`src/rtl/tour_cmd_pkg.sv`:
```
// Shared command-word definitions for the tour command executor: opcode
// encodings, command-word field positions, FSM state encoding and the
// helper that turns a square count into a move-timer load value.
package tour_cmd_pkg;

  // Command word layout: [15:12] opcode, [11:4] heading, [3:0] squares.
  localparam int OP_MSB  = 15;
  localparam int OP_LSB  = 12;
  localparam int HDG_MSB = 11;
  localparam int HDG_LSB = 4;
  localparam int SQ_MSB  = 3;
  localparam int SQ_LSB  = 0;

  // Wide enough for 15 squares * 256 cycles per square.
  localparam int CNT_W = 12;

  typedef enum logic [3:0] {
    OP_CAL     = 4'h0,
    OP_MOVE    = 4'h2,
    OP_MOVE_FF = 4'h3,
    OP_TOUR    = 4'h4
  } opcode_e;

  typedef enum logic [1:0] {
    ST_IDLE,
    ST_CAL,
    ST_MOVE,
    ST_RESP
  } state_e;

  // Timer load for a k-square move: the counter sits at zero in the last
  // moving cycle, so the load is one less than the total cycle count.
  function automatic logic [CNT_W-1:0] move_load(input logic [3:0] squares,
                                                 input int sq_cycles);
    logic [CNT_W-1:0] total;
    total = CNT_W'(squares) * CNT_W'(sq_cycles);
    return total - CNT_W'(1);
  endfunction

endpackage

```
`src/rtl/cmd_exec_if.sv`:
```
// Command/response bus between the command source (master) and the
// command executor (slave).
interface cmd_exec_if;
  import tour_cmd_pkg::*;

  logic [15:0] cmd;
  logic        cmd_rdy;
  logic        clr_cmd_rdy;
  logic        send_resp;
  logic [7:0]  heading;
  logic        moving;
  logic        fanfare;
  logic        tour_go;
  logic        busy;
  logic        err;

  modport master (
    output cmd, cmd_rdy,
    input  clr_cmd_rdy, send_resp, heading, moving, fanfare, tour_go, busy, err
  );

  modport slave (
    input  cmd, cmd_rdy,
    output clr_cmd_rdy, send_resp, heading, moving, fanfare, tour_go, busy, err
  );

endinterface

```
`src/rtl/sq_timer.sv`:
```
// Loadable down-counter used for calibrate and move timing. It stops at
// zero rather than wrapping, so a stray enable in the last cycle is harmless.
module sq_timer #(
  parameter int W = 12
) (
  input  logic         clk,
  input  logic         rst,
  input  logic         load,
  input  logic         en,
  input  logic [W-1:0] load_val,
  output logic         zero
);

  logic [W-1:0] cnt_q;

  // Counter register: load has priority over counting down.
  // NOTE: sequential state uses non-blocking (<=) so every flop samples
  // pre-edge values; blocking here would create simulation races.
  always_ff @(posedge clk) begin
    if (rst) begin
      cnt_q <= '0;
    end else if (load) begin
      cnt_q <= load_val;
    end else if (en && (cnt_q != '0)) begin
      cnt_q <= cnt_q - W'(1);
    end
  end

  assign zero = (cnt_q == '0);

endmodule

```
`src/rtl/cmd_exec.sv`:
```
// Command executor: accepts one command word from IDLE, acknowledges it,
// runs calibrate / move / tour / error handling, then pulses a response.
// CAL doubles as the generic timed-wait state: tour and unknown opcodes
// spend a single zero-length wait there before the response.
module cmd_exec
  import tour_cmd_pkg::*;
#(
  parameter int SQ_CYCLES  = 16,
  parameter int CAL_CYCLES = 8
) (
  input  logic      clk,
  input  logic      rst,
  cmd_exec_if.slave bus
);

  state_e           state_q, state_d;
  logic [7:0]       heading_q, heading_d;
  logic             ff_q, ff_d;
  logic             moving_q, moving_d;
  logic             clr_q, clr_d;
  logic             send_q, send_d;
  logic             fan_q, fan_d;
  logic             tour_q, tour_d;
  logic             err_q, err_d;
  logic             busy_q, busy_d;

  logic             tmr_load;
  logic             tmr_en;
  logic [CNT_W-1:0] tmr_val;
  logic             tmr_zero;

  logic [3:0]       cmd_op;
  logic [7:0]       cmd_hdg;
  logic [3:0]       cmd_sq;

  assign cmd_op  = bus.cmd[OP_MSB:OP_LSB];
  assign cmd_hdg = bus.cmd[HDG_MSB:HDG_LSB];
  assign cmd_sq  = bus.cmd[SQ_MSB:SQ_LSB];

  sq_timer #(.W(CNT_W)) u_timer (
    .clk      (clk),
    .rst      (rst),
    .load     (tmr_load),
    .en       (tmr_en),
    .load_val (tmr_val),
    .zero     (tmr_zero)
  );

  // Next-state, timer control and next-cycle output values.
  // NOTE: every signal written here gets a default first; a path that
  // skipped an assignment would otherwise infer a latch.
  always_comb begin
    state_d   = state_q;
    heading_d = heading_q;
    ff_d      = ff_q;
    moving_d  = 1'b0;
    clr_d     = 1'b0;
    send_d    = 1'b0;
    fan_d     = 1'b0;
    tour_d    = 1'b0;
    err_d     = 1'b0;
    tmr_load  = 1'b0;
    tmr_en    = 1'b0;
    tmr_val   = '0;

    case (state_q)
      ST_IDLE: begin
        if (bus.cmd_rdy) begin
          clr_d    = 1'b1;
          tmr_load = 1'b1;
          case (cmd_op)
            OP_CAL: begin
              state_d = ST_CAL;
              tmr_val = CNT_W'(CAL_CYCLES - 1);
            end
            OP_MOVE, OP_MOVE_FF: begin
              state_d   = ST_MOVE;
              heading_d = cmd_hdg;
              ff_d      = (cmd_op == OP_MOVE_FF);
              // A zero-square move leaves the timer at zero and exits
              // after one cycle without ever raising moving.
              if (cmd_sq != 4'd0) begin
                moving_d = 1'b1;
                tmr_val  = move_load(cmd_sq, SQ_CYCLES);
              end
            end
            OP_TOUR: begin
              state_d = ST_CAL;
              tour_d  = 1'b1;
            end
            default: begin
              state_d = ST_CAL;
              err_d   = 1'b1;
            end
          endcase
        end
      end

      ST_CAL: begin
        tmr_en = 1'b1;
        if (tmr_zero) begin
          state_d = ST_RESP;
          send_d  = 1'b1;
        end
      end

      ST_MOVE: begin
        tmr_en = 1'b1;
        if (tmr_zero) begin
          state_d = ST_RESP;
          send_d  = 1'b1;
          fan_d   = ff_q;
        end else begin
          moving_d = 1'b1;
        end
      end

      ST_RESP: begin
        state_d = ST_IDLE;
      end

      default: begin
        state_d = ST_IDLE;
      end
    endcase

    busy_d = (state_d != ST_IDLE);
  end

  // State and registered outputs; reset wins from any state.
  always_ff @(posedge clk) begin
    if (rst) begin
      state_q   <= ST_IDLE;
      heading_q <= 8'h00;
      ff_q      <= 1'b0;
      moving_q  <= 1'b0;
      clr_q     <= 1'b0;
      send_q    <= 1'b0;
      fan_q     <= 1'b0;
      tour_q    <= 1'b0;
      err_q     <= 1'b0;
      busy_q    <= 1'b0;
    end else begin
      state_q   <= state_d;
      heading_q <= heading_d;
      ff_q      <= ff_d;
      moving_q  <= moving_d;
      clr_q     <= clr_d;
      send_q    <= send_d;
      fan_q     <= fan_d;
      tour_q    <= tour_d;
      err_q     <= err_d;
      busy_q    <= busy_d;
    end
  end

  assign bus.clr_cmd_rdy = clr_q;
  assign bus.send_resp   = send_q;
  assign bus.heading     = heading_q;
  assign bus.moving      = moving_q;
  assign bus.fanfare     = fan_q;
  assign bus.tour_go     = tour_q;
  assign bus.busy        = busy_q;
  assign bus.err         = err_q;

endmodule

```
`src/flat_wrapper.sv`:
```
// flat-port wrapper written by rule: the top's interface ports become plain ports
module cmd_exec_flat import tour_cmd_pkg::*;
#(
  parameter int SQ_CYCLES  = 16,
  parameter int CAL_CYCLES = 8
)
  (clk, rst, bus_cmd, bus_cmd_rdy, bus_clr_cmd_rdy, bus_send_resp, bus_heading, bus_moving, bus_fanfare, bus_tour_go, bus_busy, bus_err);
  cmd_exec_if bus_i ();
  input  logic clk;
  input  logic rst;
  input wire logic [$bits(bus_i.cmd)-1:0] bus_cmd;
  input wire logic [$bits(bus_i.cmd_rdy)-1:0] bus_cmd_rdy;
  output wire logic [$bits(bus_i.clr_cmd_rdy)-1:0] bus_clr_cmd_rdy;
  output wire logic [$bits(bus_i.send_resp)-1:0] bus_send_resp;
  output wire logic [$bits(bus_i.heading)-1:0] bus_heading;
  output wire logic [$bits(bus_i.moving)-1:0] bus_moving;
  output wire logic [$bits(bus_i.fanfare)-1:0] bus_fanfare;
  output wire logic [$bits(bus_i.tour_go)-1:0] bus_tour_go;
  output wire logic [$bits(bus_i.busy)-1:0] bus_busy;
  output wire logic [$bits(bus_i.err)-1:0] bus_err;
  assign bus_i.cmd = bus_cmd;
  assign bus_i.cmd_rdy = bus_cmd_rdy;
  assign bus_clr_cmd_rdy = bus_i.clr_cmd_rdy;
  assign bus_send_resp = bus_i.send_resp;
  assign bus_heading = bus_i.heading;
  assign bus_moving = bus_i.moving;
  assign bus_fanfare = bus_i.fanfare;
  assign bus_tour_go = bus_i.tour_go;
  assign bus_busy = bus_i.busy;
  assign bus_err = bus_i.err;
  cmd_exec #(.SQ_CYCLES(SQ_CYCLES), .CAL_CYCLES(CAL_CYCLES)) u_core (.clk(clk), .rst(rst), .bus(bus_i));
endmodule
```
`config.mk`:
```
export PLATFORM = sky130hd
export DESIGN_NAME = cmd_exec_flat
export DESIGN_NICKNAME = d
export VERILOG_FILES = /design/src/rtl/tour_cmd_pkg.sv /design/src/rtl/cmd_exec_if.sv /design/src/rtl/sq_timer.sv /design/src/rtl/cmd_exec.sv /design/src/flat_wrapper.sv
export SDC_FILE = /design/constraint.sdc
export NUM_CORES = 1
export LEC_CHECK = 0
export BUFFER_PORTS_ARGS = -buffer_cell sky130_fd_sc_hd__buf_2
export CAP_MARGIN = 20
export CORE_ASPECT_RATIO = 0.6
export CORE_MARGIN = 2
export CORE_UTILIZATION = 47
export CTS_CLUSTER_SIZE = 12
export DETAILED_ROUTE_END_ITERATION = 8
export PLACE_DENSITY = 0.77
export SYNTH_ARGS = -nofsm -noshare
export SYNTH_HDL_FRONTEND = slang
export SYNTH_SLANG_ARGS = --single-unit
```
`constraint.sdc`:
```
create_clock -name clk -period 1.9 [get_ports clk]
set_clock_uncertainty 0.2 [all_clocks]
set_input_delay 0.38 -clock clk [delete_from_list [all_inputs] [get_ports clk]]
set_output_delay 0.38 -clock clk [all_outputs]
set_load 0.02 [all_outputs]
```
==> summary.txt, run 1 <==
Job
  • Max-Cap Viols: 0

CTS
  • CTS buffer count: 5
  • CTS H-tree depth: 2
  • CTS clk-pin slew, worst paths: 60 ps
  • Number of clock sinks: 30
  • TritonCTS clock tree: built
  • Maximum clock path buffer count: 2
  • Clock root buffer: clkbuf_8
  • Clock latency reported for the late side of the worst-skew pair: 290 ps

Place
  • Buffers added on ports: 33
  • Final HPWL from detailed placement: about 3 mm
  • RD Place Congestion: 0.817

Global routing
  • First-pass GRT wire length: 6.80 mm
  • Pin count of the biggest net entering global routing: 22
  • GRT Resource Usage Total: 25.1%
  • Initial antenna violation count: 0
  • Leftover overflow at the end of global routing: 0
  • Via count of the first global-routing pass: 1528

Power
  • Worst IR drop on VDD: slightly below 0.7 mV
  • Ratio of total power to cell area: 1260 nW/um^2
  • Internal power: 1.68 mW
  • Switching component of the power: 0.981 mW
  • Proportion of total power due to net switching: roughly 37%
  • Combinational share of power: 50.9%
  • Clk network pwr share: 19.6%
  • Post-layout power: 2.66 mW
  • Fraction of power consumed by sequential logic: 29.4%
  • Leakage dissipation: between 0.8 and 0.9 nW

Yosys
  • FF+latch count, synth: 30
  • Netlist area before placement: about 1500 sq um
  • Avg Synthesized Cell Area: between 8 and 9 sq um
  • Top-count cell post-synth: dfxtp_1
  • Count of yosys warnings during synthesis: 0
  • Cell type with the highest aggregate area in the netlist: dfxtp_1
  • Part of the Yosys area used for sequential elements: 40.8%
  • Predominant post-synthesis flop cell: dfxtp_1
  • Nets in the synthesized netlist: 198
  • Number of enable-type register cells in the synthesized netlist: 0
  • Share of synthesized registers carrying an async set or reset: 0%
  • Netlist cell types: 40
  • Gate count of the mapped netlist: about 180
  • Top cells by instance count after synthesis: 30 x dfxtp_1, 22 x nand2_1, 17 x a21oi_1
  • Biggest area contributors in the synthesized netlist: dfxtp_1 41%, a21oi_1 5.8%, nand2_1 5.6%
  • Area share of the largest cell type after synthesis: 40.8%

Routing
  • WL final: 4.28 mm
  • Post-detailed-route wirelength per cell: 15.2 um
  • First-pass iteration count of the detailed router: 4
  • Detailed-route via count: between 1500 and 2000
  • Number of design-rule violations left by the first detailed-router iteration: 78
  • Post-detailed-route via-to-cell ratio: 5.71
  • Remaining DRCs: 0
  • Count of antenna-violating nets left after detailed routing: 0

Run status
  • Failing checks: negative setup slack
  • Status: finished, violations left

Floorplanning
  • Floorplan die height: 47.4 um
  • Placeable Area: 2930 sq um
  • Die extent in x: 76.3 um
  • Number of I/O pins: 34
  • Effective utilization at floorplan: about half
  • Total die area: 3610 sq um
  • Standard-cell rows: 15

Setup path
  • Cell-by-cell trace of the critical path: or4_4 > buf_6 > o31a_1 > nor2_4 > a211oi_1
  • Critical path fanouts, max: 6
  • Arrival time of the worst setup path: 2050 ps
  • Required time at the endpoint of the critical path: between 1500 and 2000 ps
  • Longest individual stage delay on the worst path: 550 ps
  • Slowest library cell on the worst path: or4_4
  • Critical path startpoint category: register
  • Type of element capturing the critical path: register
  • Critical path start-end classification: register to register

STA
  • Final worst hold slack: between 100 and 150 ps
  • Final worst path period share: 110%
  • Final number of hold-violating endpoints: 0
  • Final slew viol count: 0
  • Achievable clock frequency: 479 MHz
  • Number of setup violations in the final report: 18
  • Unrepaired setup endpoints after global routing: true
  • Minimum period implied by the final worst setup slack: 2090 ps
  • Slew Limit Headroom: 72.2%
  • Worst path setup slack after routing: -190 ps
  • Transition at the pin with the smallest max-transition slack: 407 ps

Final layout
  • Total Nets Final: 262
  • Post-layout util: 72.2%
  • Area overhead of the layout relative to synthesis: 43.5%
  • Fraction of final layout cells sized beyond drive strength 1: 41.7%
  • Most flops, register: u_core.u_timer.cnt_q
  • Diodes inserted: 0
  • FF/Latch Area: 607 sq um
  • FILL cells: about 220
  • Number of flip-flops under the largest register name: 12
  • Area of combinational cells with multiple inputs: 906 sq um

Min path
  • Worst min-delay path category: input pin to register
==> cells by family (layout without fill, tap and decap cells) <==
| kind of cell | Yosys count | count (layout) | share of synthesized area [%] |
|---|---|---|---|
| adder cells (fa/ha/maj) | 4 | 4 | 3.40 |
| buffers and inverters | 16 | 81 | 4.59 |
| AO/OA/AOI/OAI | 47 | 47 | 22.7 |
| multiplexers | 1 | 1 | 0.680 |
| AND/OR/NAND/NOR | 77 | 77 | 27.9 |
| flip-flops | 30 | 30 | 40.8 |
==> stage by stage <==
stage | setup TNS [ps] | setup slack (ps) | cells | instance area, sq um
6_report | -2210 | -190 | 282 | 2110
3_3_place_gp | -1860 | -186 | 270 | 1900
4_1_cts | -1970 | -159 | 281 | 2090
3_5_place_dp | -2630 | -238 | 270 | 1900
5_1_grt | -3210 | -222 | 282 | 2110
2_1_floorplan | -589 | -104 | 175 | 1510
==> final timing paths <==
kind / from / endpoint / slack, ps / cells past startpoint
hold reg to reg: u_core.bus.heading[2]$_SDFFE_PP0P_ / u_core.bus.heading[2]$_SDFFE_PP0P_ / 250 / 2
setup / recovery: u_core.u_timer.cnt_q[4]$_SDFFE_PP0P_ / u_core.u_timer.cnt_q[1]$_SDFFE_PP0P_ / -190 / 5
setup reg to reg: u_core.u_timer.cnt_q[4]$_SDFFE_PP0P_ / u_core.u_timer.cnt_q[1]$_SDFFE_PP0P_ / -190 / 5
hold / removal: bus_cmd[11] / u_core.bus.heading[7]$_SDFFE_PP0P_ / 130 / 3
==> power by group through the flow <==
stage	clock network, mW	registers, mW	logic (mW)
after floorplan	0	0.802	0.683
after global placement	0	0.773	1.08
after detailed placement	0	0.778	1.12
after CTS	0.537	0.776	1.29
after global routing	0.560	0.790	1.45
final	0.522	0.782	1.35
==> repair_timing <==
item | 4_1_cts | 5_1_grt
gates cloned | 1 | 0
resized for setup | 16 | 5
pin swaps | 12 | 9
setup buffers | 2 | 1
hold buffers | 0 | 0
endpoints found under the setup margin | 16 | 24
endpoints found under the hold margin | 0 | 0
==> per-layer routing <==
layer / wire (um) / global-route usage (%)
met2: 2010 / 45.7
met1: 1940 / 29.6
met3: 263 / 5.96
met5: 0 / 0
met4: 57 / 12.4
==> worst max-delay path: cells and delay by family, from the launching register on <==
| family | cells | cell delay (ps) |
|---|---|---|
| AO/OA/AOI/OAI | 2 | 510 |
| flip-flops | 1 | 320 |
| buffers and inverters | 1 | 160 |
| AND/OR/NAND/NOR | 2 | 770 |
==> area by class of cell <==
class                      count  area share, %
clock buffer                   7           4.09
clock inverter                 1          0.237
inverter                       6           1.30
multi-input combinational    129           42.9
sequential                    30           28.7
tap                           42           2.49
timing repair buffer          67           20.3
==> layout by cell type (no fill, tap or decap), types with 3 or more instances in the layout <==
cell / netlist / routed
nor3_1: 6 / 6
inv_1: 6 / 4
o31ai_1: 4 / 4
nand3_1: 4 / 4
o22ai_1: 4 / 4
a211oi_1: 6 / 6
dfxtp_1: 30 / 25
or4_4: 1 / 3
nor2_1: 12 / 11
buf_4: 0 / 30
nand2_1: 22 / 22
dfxtp_2: 0 / 5
buf_6: 1 / 3
buf_2: 0 / 34
a21oi_1: 17 / 17
nor4_1: 8 / 7
or3_1: 9 / 8
clkbuf_8: 0 / 6
(Power assumes the default switching activity.)
==> run 2: changes to the inputs <==
CORE_UTILIZATION = 48   (was 47)
PLACE_DENSITY = 0.78   (was 0.77)
SYNTH_HIERARCHICAL = 1   (was default)
==> summary.txt, run 2 <==
CTS
  • CTS H-tree depth: 2 (unchanged)
  • Number of clock sinks: 30 (unchanged)
  • TritonCTS clock tree: built
  • Clock latency reported for the late side of the worst-skew pair: 280 ps (about the same)
  • Maximum clock path buffer count: 2 (unchanged)
  • CTS buffer count: 5 (unchanged)
  • Hold-fix buffers at CTS: 0 (unchanged)
  • CTS clk-pin slew, worst paths: 70 ps (about the same)
  • Clock root buffer: clkbuf_8

Setup path
  • Arrival time of the worst setup path: 2030 ps (-20 ps)
  • Crit-path leading delay family: simple AND/OR/NAND/NOR gates
  • Cell-by-cell trace of the critical path: inv_2 > ha_4 > or4b_4 > nor3_4 > buf_6 > o31ai_1 > a311oi_2
  • Type of element capturing the critical path: register
  • Critical path fanouts, max: 8 (+2)
  • WP buf/inv: 2 (+1)
  • Required time at the endpoint of the critical path: 1900 ps (+40 ps)
  • Slowest library cell on the worst path: or4b_4
  • Critical path start-end classification: register to register
  • Worst R2R Start: u_core/u_timer/cnt_q[0]$_SDFFE_PP0P_
  • Critical path startpoint category: register
  • Longest individual stage delay on the worst path: 500 ps (-50 ps)
  • Launch point of the critical path: u_core/u_timer/cnt_q[0]$_SDFFE_PP0P_

Final layout
  • Layout Cell Area excl Fill: 2230 sq um (+5.3%)
  • Area overhead of the layout relative to synthesis: 41.5%
  • Most flops, register: u_core/u_timer/cnt_q
  • Post-layout util: 69.5% (-2.7 points)
  • Diodes inserted: 0 (unchanged)
  • Area of combinational cells with multiple inputs: 1010 sq um (+11%)
  • Total Nets Final: 272 (+3.8%)
  • Most common cell after layout, fill and taps aside: buf_2
  • FILL cells: 268 (+20%)
  • Commonest non-fill, non-tap cells in the layout: 33 x buf_2, 28 x buf_4, 25 x dfxtp_1
  • Number of flip-flops under the largest register name: 12 (unchanged)
  • Fraction of final layout cells sized beyond drive strength 1: 42.6% (+0.90 points)
  • FF/Latch Area: 607 sq um (unchanged)

STA
  • Minimum period implied by the final worst setup slack: 2030 ps (-55.3 ps)
  • Unrepaired setup endpoints after global routing: true
  • Final worst hold slack: 147 ps (+15.4 ps)
  • Worst path setup slack after routing: -134 ps (+55.3 ps)
  • Number of setup violations in the final report: 15 (-3)
  • Achievable clock frequency: 492 MHz (+2.7%)
  • Final setup TNS: -1390 ps (+814 ps)
  • Final number of hold-violating endpoints: 0 (unchanged)
  • Final worst path period share: 107% (-2.9 points)
  • Final slew viol count: 0 (unchanged)

Yosys
  • Part of the Yosys area used for sequential elements: 38.2% (-2.6 points)
  • Top cells by instance count after synthesis: 30 x dfxtp_1, 20 x a21oi_1, 15 x nor2_1
  • Avg Synthesized Cell Area: 8.69 sq um (+3.3%)
  • Predominant post-synthesis flop cell: dfxtp_1
  • Biggest area contributors in the synthesized netlist: dfxtp_1 38%, a21oi_1 6.4%, o21ai_0 3.8%
  • Count of yosys warnings during synthesis: 6 (+6)
  • FF+latch count, synth: 30 (unchanged)
  • Gate count of the mapped netlist: 181 (+3.4%)
  • Netlist area before placement: 1570 sq um (+6.8%)
  • Number of enable-type register cells in the synthesized netlist: 0 (unchanged)
  • Share of synthesized registers carrying an async set or reset: 0% (unchanged)
  • Cell type with the highest aggregate area in the netlist: dfxtp_1
  • Top-count cell post-synth: dfxtp_1
  • Area share of the largest cell type after synthesis: 38.2% (-2.6 points)
  • Netlist cell types: 53 (+33%)

Routing
  • First-pass iteration count of the detailed router: 5 (+1)
  • Count of antenna-violating nets left after detailed routing: 0 (unchanged)
  • Post-detailed-route wirelength per cell: 15.8 um (+4.3%)
  • WL final: 4.65 mm (+8.7%)
  • Detailed-route via count: 1670 (+3.7%)
  • Post-detailed-route via-to-cell ratio: 5.68 (-0.51%)
  • Remaining DRCs: 0 (unchanged)
  • Number of design-rule violations left by the first detailed-router iteration: 153 (+96%)

Global routing
  • Via count of the first global-routing pass: 1501 (-1.8%)
  • Leftover overflow at the end of global routing: 0 (unchanged)
  • Pin count of the biggest net entering global routing: 22 (unchanged)
  • Initial antenna violation count: 0 (unchanged)
  • GRT Max-Usage Layer: met1
  • GR Util met1: 39.3% (+9.7 points)
  • GRT Resource Usage Total: 25.7% (+0.62 points)
  • GRT met2 Usage: 35.5% (-10 points)
  • Global Route met3 Usage: 7.84% (+1.9 points)
  • First-pass GRT wire length: 7.46 mm (+9.6%)

Floorplanning
  • Effective utilization at floorplan: 49.1% (-1.2 points)
  • Total die area: 3770 sq um (+4.3%)
  • Floorplan die height: 48.3 um (+2.1%)
  • Placeable Area: 3200 sq um (+9.4%)
  • Die extent in x: 77.9 um (+2.1%)
  • Standard-cell rows: 16 (+1)
  • Number of I/O pins: 34 (unchanged)

Min path
  • Worst min-delay path category: input pin to register
  • Startpoint of the worst hold path: bus_cmd[6]

Job
  • Max-Cap Viols: 0 (unchanged)

Power
  • Worst IR drop on VDD: 0.534 mV (-21%)
  • Leakage dissipation: 0.949 nW (+9.3%)
  • Ratio of total power to cell area: 841 nW/um^2 (-33%)

Place
  • Final HPWL from detailed placement: 3.35 mm (+10%)
  • Placed instance area: 2010 sq um (+5.4%)
  • Buffers added on ports: 33 (unchanged)
  • RD Place Congestion: 0.850 (+4.0%)
  • Post-placement setup slack: -171 ps (+67.2 ps)

Run status
  • Failing checks: negative setup slack
  • Status: finished, violations left
## run 2: cell types whose count changed after synthesis, moves of 4 or more
| cell | change |
|---|---|
| o22ai_1 | -4 |
| nand3_1 | +5 |
| nand2_1 | -15 |
| o21ai_0 | +11 |
| a211oi_1 | -5 |
| nor4_1 | -6 |
| or3_1 | -6 |
## run 2: repair_timing
action / in CTS / in global routing
buffers inserted: 4 / 1
gates resized for setup: 12 / 11
pin swaps: 8 / 8
endpoints found under the setup margin: 13 / 19
## run 2: tightest hold or removal path, cell delays in order
cell,delay [ps]
buf_2,90
nand3_1,60
a21oi_1,50
## run 2: report_power, final
| group | switching (mW) | total [mW] | internal (mW) |
|---|---|---|---|
| Clock | 0.247 | 0.493 | 0.245 |
| Sequential | 0.0284 | 0.705 | 0.676 |
| Combinational | 0.343 | 0.674 | 0.331 |
| Total | 0.619 | 1.87 | 1.25 |
## run 2: stage by stage
| step | total power [mW] | std cells |
|---|---|---|
| floorplan | 1.06 | 184 |
| global placement | 1.25 | 282 |
| detailed placement | 1.27 | 282 |
| CTS | 1.82 | 293 |
| global route | 1.96 | 294 |
| finish | 1.87 | 294 |
## run 2: area by class of cell
class,count,share of cell area (%)
multi-input cells,136,45.3
flip-flops and latches,30,27.3
repair buffers,67,19.9
clock buffers,5,3.09
well taps,45,2.53
inverters,9,1.52
clock inverters,2,0.450
## run 2: kinds of logic (layout without fill, tap and decap cells)
group	Yosys count	count (layout)	share of synthesized area [%]
multiplexers	1	1	0.636
buffers and inverters	18	83	5.33
XOR/XNOR	4	4	2.23
AND/OR/NAND/NOR	67	67	26.3
adder cells (fa/ha/maj)	4	4	3.18
other	1	4	0.238
AO/OA/AOI/OAI	56	56	23.9
flip-flops	30	30	38.2
## run 2: layer usage
metal / vias up / wire [um]
met5: - / 0
met4: 0 / 44
met3: 7 / 357
li1: 800 / -
met1: 789 / 2290
met2: 74 / 1960
## run 2: final timing paths
path	end	slack (ps)	cells past startpoint
setup / recovery	u_core/u_timer/cnt_q[9]$_SDFFE_PP0P_	-130	7
hold / removal	u_core/bus.heading[2]$_SDFFE_PP0P_	150	3
setup reg to reg	u_core/u_timer/cnt_q[9]$_SDFFE_PP0P_	-130	7
hold reg to reg	u_core/bus.heading[2]$_SDFFE_PP0P_	280	2
==> run 3: changes to the inputs <==
REMOVE_ABC_BUFFERS = 1   (was default)
==> summary.txt, run 3 (synthesis results as in run 2) <==
STA
  • Achievable clock frequency: 468 MHz (-4.8%)
  • Unrepaired setup endpoints after global routing: true
  • Final number of hold-violating endpoints: 0 (unchanged)
  • Final slew viol count: 0 (unchanged)
  • Final worst path period share: 112% (+5.3 points)
  • Final setup TNS: -1930 ps (-531 ps)
  • Worst path setup slack after routing: -236 ps (-102 ps)
  • Number of setup violations in the final report: 17 (+2)
  • Minimum period implied by the final worst setup slack: 2140 ps (+102 ps)

Floorplanning
  • Number of I/O pins: 34 (unchanged)
  • Standard-cell rows: 16 (unchanged)
  • Floorplan die height: 48.3 um (unchanged)
  • Die extent in x: 77.9 um (unchanged)
  • Placeable Area: 3200 sq um (unchanged)
  • Total die area: 3770 sq um (unchanged)
  • Effective utilization at floorplan: 49.1% (unchanged)

Power
  • Post-layout power: 1.98 mW (+5.8%)
  • Worst IR drop on VDD: 0.615 mV (+15%)
  • Leakage dissipation: 0.985 nW (+3.7%)
  • Ratio of total power to cell area: 869 nW/um^2 (+3.3%)

Setup path
  • Type of element capturing the critical path: register
  • Critical path startpoint category: register
  • Required time at the endpoint of the critical path: 1900 ps (about the same)
  • Length in cells of the worst reg-to-reg path: 7 (unchanged)
  • Critical path start-end classification: register to register
  • Arrival time of the worst setup path: 2140 ps (+110 ps)
  • Critical path fanouts, max: 7 (-1)

CTS
  • CTS H-tree depth: 2 (unchanged)
  • Hold-fix buffers at CTS: 0 (unchanged)
  • CTS buffer count: 5 (unchanged)
  • CTS clk-pin slew, worst paths: 70 ps (about the same)
  • Number of clock sinks: 30 (unchanged)
  • Maximum clock path buffer count: 2 (unchanged)
  • TritonCTS clock tree: built
  • Clock root buffer: clkbuf_8
  • Clock latency reported for the late side of the worst-skew pair: 290 ps (about the same)

Final layout
  • Area overhead of the layout relative to synthesis: 45.0%
  • Total Nets Final: 279 (+2.6%)
  • Count of placed standard cells in the final layout, fillers left out: 302 (+2.7%)
  • Layout Cell Area excl Fill: 2280 sq um (+2.5%)
  • Most flops, register: u_core/u_timer/cnt_q
  • Diodes inserted: 0 (unchanged)
  • FILL cells: 239 (-11%)
  • Commonest non-fill, non-tap cells in the layout: 36 x buf_4, 33 x buf_2, 28 x dfxtp_1
  • Fraction of final layout cells sized beyond drive strength 1: 42.4% (-0.16 points)
  • Most common cell after layout, fill and taps aside: buf_4
  • Number of flip-flops under the largest register name: 12 (unchanged)

Routing
  • WL final: 4.77 mm (+2.6%)
  • First-pass iteration count of the detailed router: 5 (unchanged)
  • Post-detailed-route via-to-cell ratio: 5.59 (-1.6%)
  • Count of antenna-violating nets left after detailed routing: 0 (unchanged)
  • Post-detailed-route wirelength per cell: 15.8 um (-0.16%)
  • Remaining DRCs: 0 (unchanged)
  • Detailed-route via count: 1688 (+1.1%)
  • Number of design-rule violations left by the first detailed-router iteration: 85 (-44%)

Global routing
  • First-pass GRT wire length: 7.50 mm (+0.56%)
  • Initial antenna violation count: 0 (unchanged)
  • Pin count of the biggest net entering global routing: 16 (-27%)
  • Leftover overflow at the end of global routing: 0 (unchanged)
  • Via count of the first global-routing pass: 1570 (+4.6%)
  • GRT Resource Usage Total: 25.9% (+0.20 points)

Job
  • Max-Cap Viols: 0 (unchanged)

Place
  • Post-placement setup slack: -331 ps (-160 ps)
  • Final HPWL from detailed placement: 3.19 mm (-4.9%)
  • Number of placed instances, taps included: 288 (+2.1%)
  • Placed instance area: 2020 sq um (+0.62%)
  • Buffers added on ports: 33 (unchanged)
  • RD Place Congestion: 0.819 (-3.5%)

Run status
  • Status: finished, violations left
  • Failing checks: negative setup slack

Min path
  • Worst min-delay path category: input pin to register
  • Hold-critical path depth: 3 (unchanged)
run 3: worst max-delay path: stages, from the launching register on:
cell and delay [ps]:
dfxtp_1 310, or4_4 550, buf_6 170, nor3_4 250
buf_6 140, nor2_1 40, o22a_1 190, a31oi_1 190
run 3: what timing repair did:
action                                  4_1_cts  5_1_grt
pin swaps                                    11        4
resized for setup                            22        7
buffers inserted                              5        1
endpoints found under the setup margin       18       27
run 3: power by group:
part / total (mW) / leakage [nW] / switching [mW] / internal, mW
registers: 0.702 / 0.246 / 0.0267 / 0.675
logic: 0.736 / 0.692 / 0.367 / 0.369
clock network: 0.543 / 0.0472 / 0.253 / 0.291
run 3: layer usage:
layer	vias to the layer above	share of wire [%]	GRT usage (%)	wire (um)
met5	-	0	0	0
li1	817	-	-	-
met4	0	0.57	8.77	27
met3	6	7.9	8.40	376
met1	793	47	37.5	2260
met2	72	44	36.4	2110
run 3: final timing paths:
check	startpoint	endpoint	slack [ps]
worst max-delay path	u_core/u_timer/cnt_q[4]$_SDFFE_PP0P_	u_core/bus.busy$_SDFF_PP0_	-240
worst min-delay path	bus_cmd[8]	u_core/bus.heading[4]$_SDFFE_PP0P_	160
worst max register to register	u_core/u_timer/cnt_q[4]$_SDFFE_PP0P_	u_core/bus.busy$_SDFF_PP0_	-240
worst min register to register	u_core/bus.heading[0]$_SDFFE_PP0P_	u_core/bus.heading[0]$_SDFFE_PP0P_	280
run 3: stage by stage:
| step | hold WS (ps) | utilization [%] |
|---|---|---|
| after floorplan | 243 | - |
| after global placement | 259 | 63.0 |
| after detailed placement | 266 | 63.0 |
| after CTS | 152 | 70.0 |
| after global routing | 157 | 71.2 |
| final | 158 | 71.2 |
run 3: layout make-up:
type	count	area, sq um	area share (%)
well taps	45	56.3	2.47
inverters	9	33.8	1.48
flip-flops and latches	30	603	26.4
repair buffers	74	492	21.6
clock buffers	6	82.6	3.62
multi-input cells	136	1000	43.9
clock inverters	2	12.5	0.549
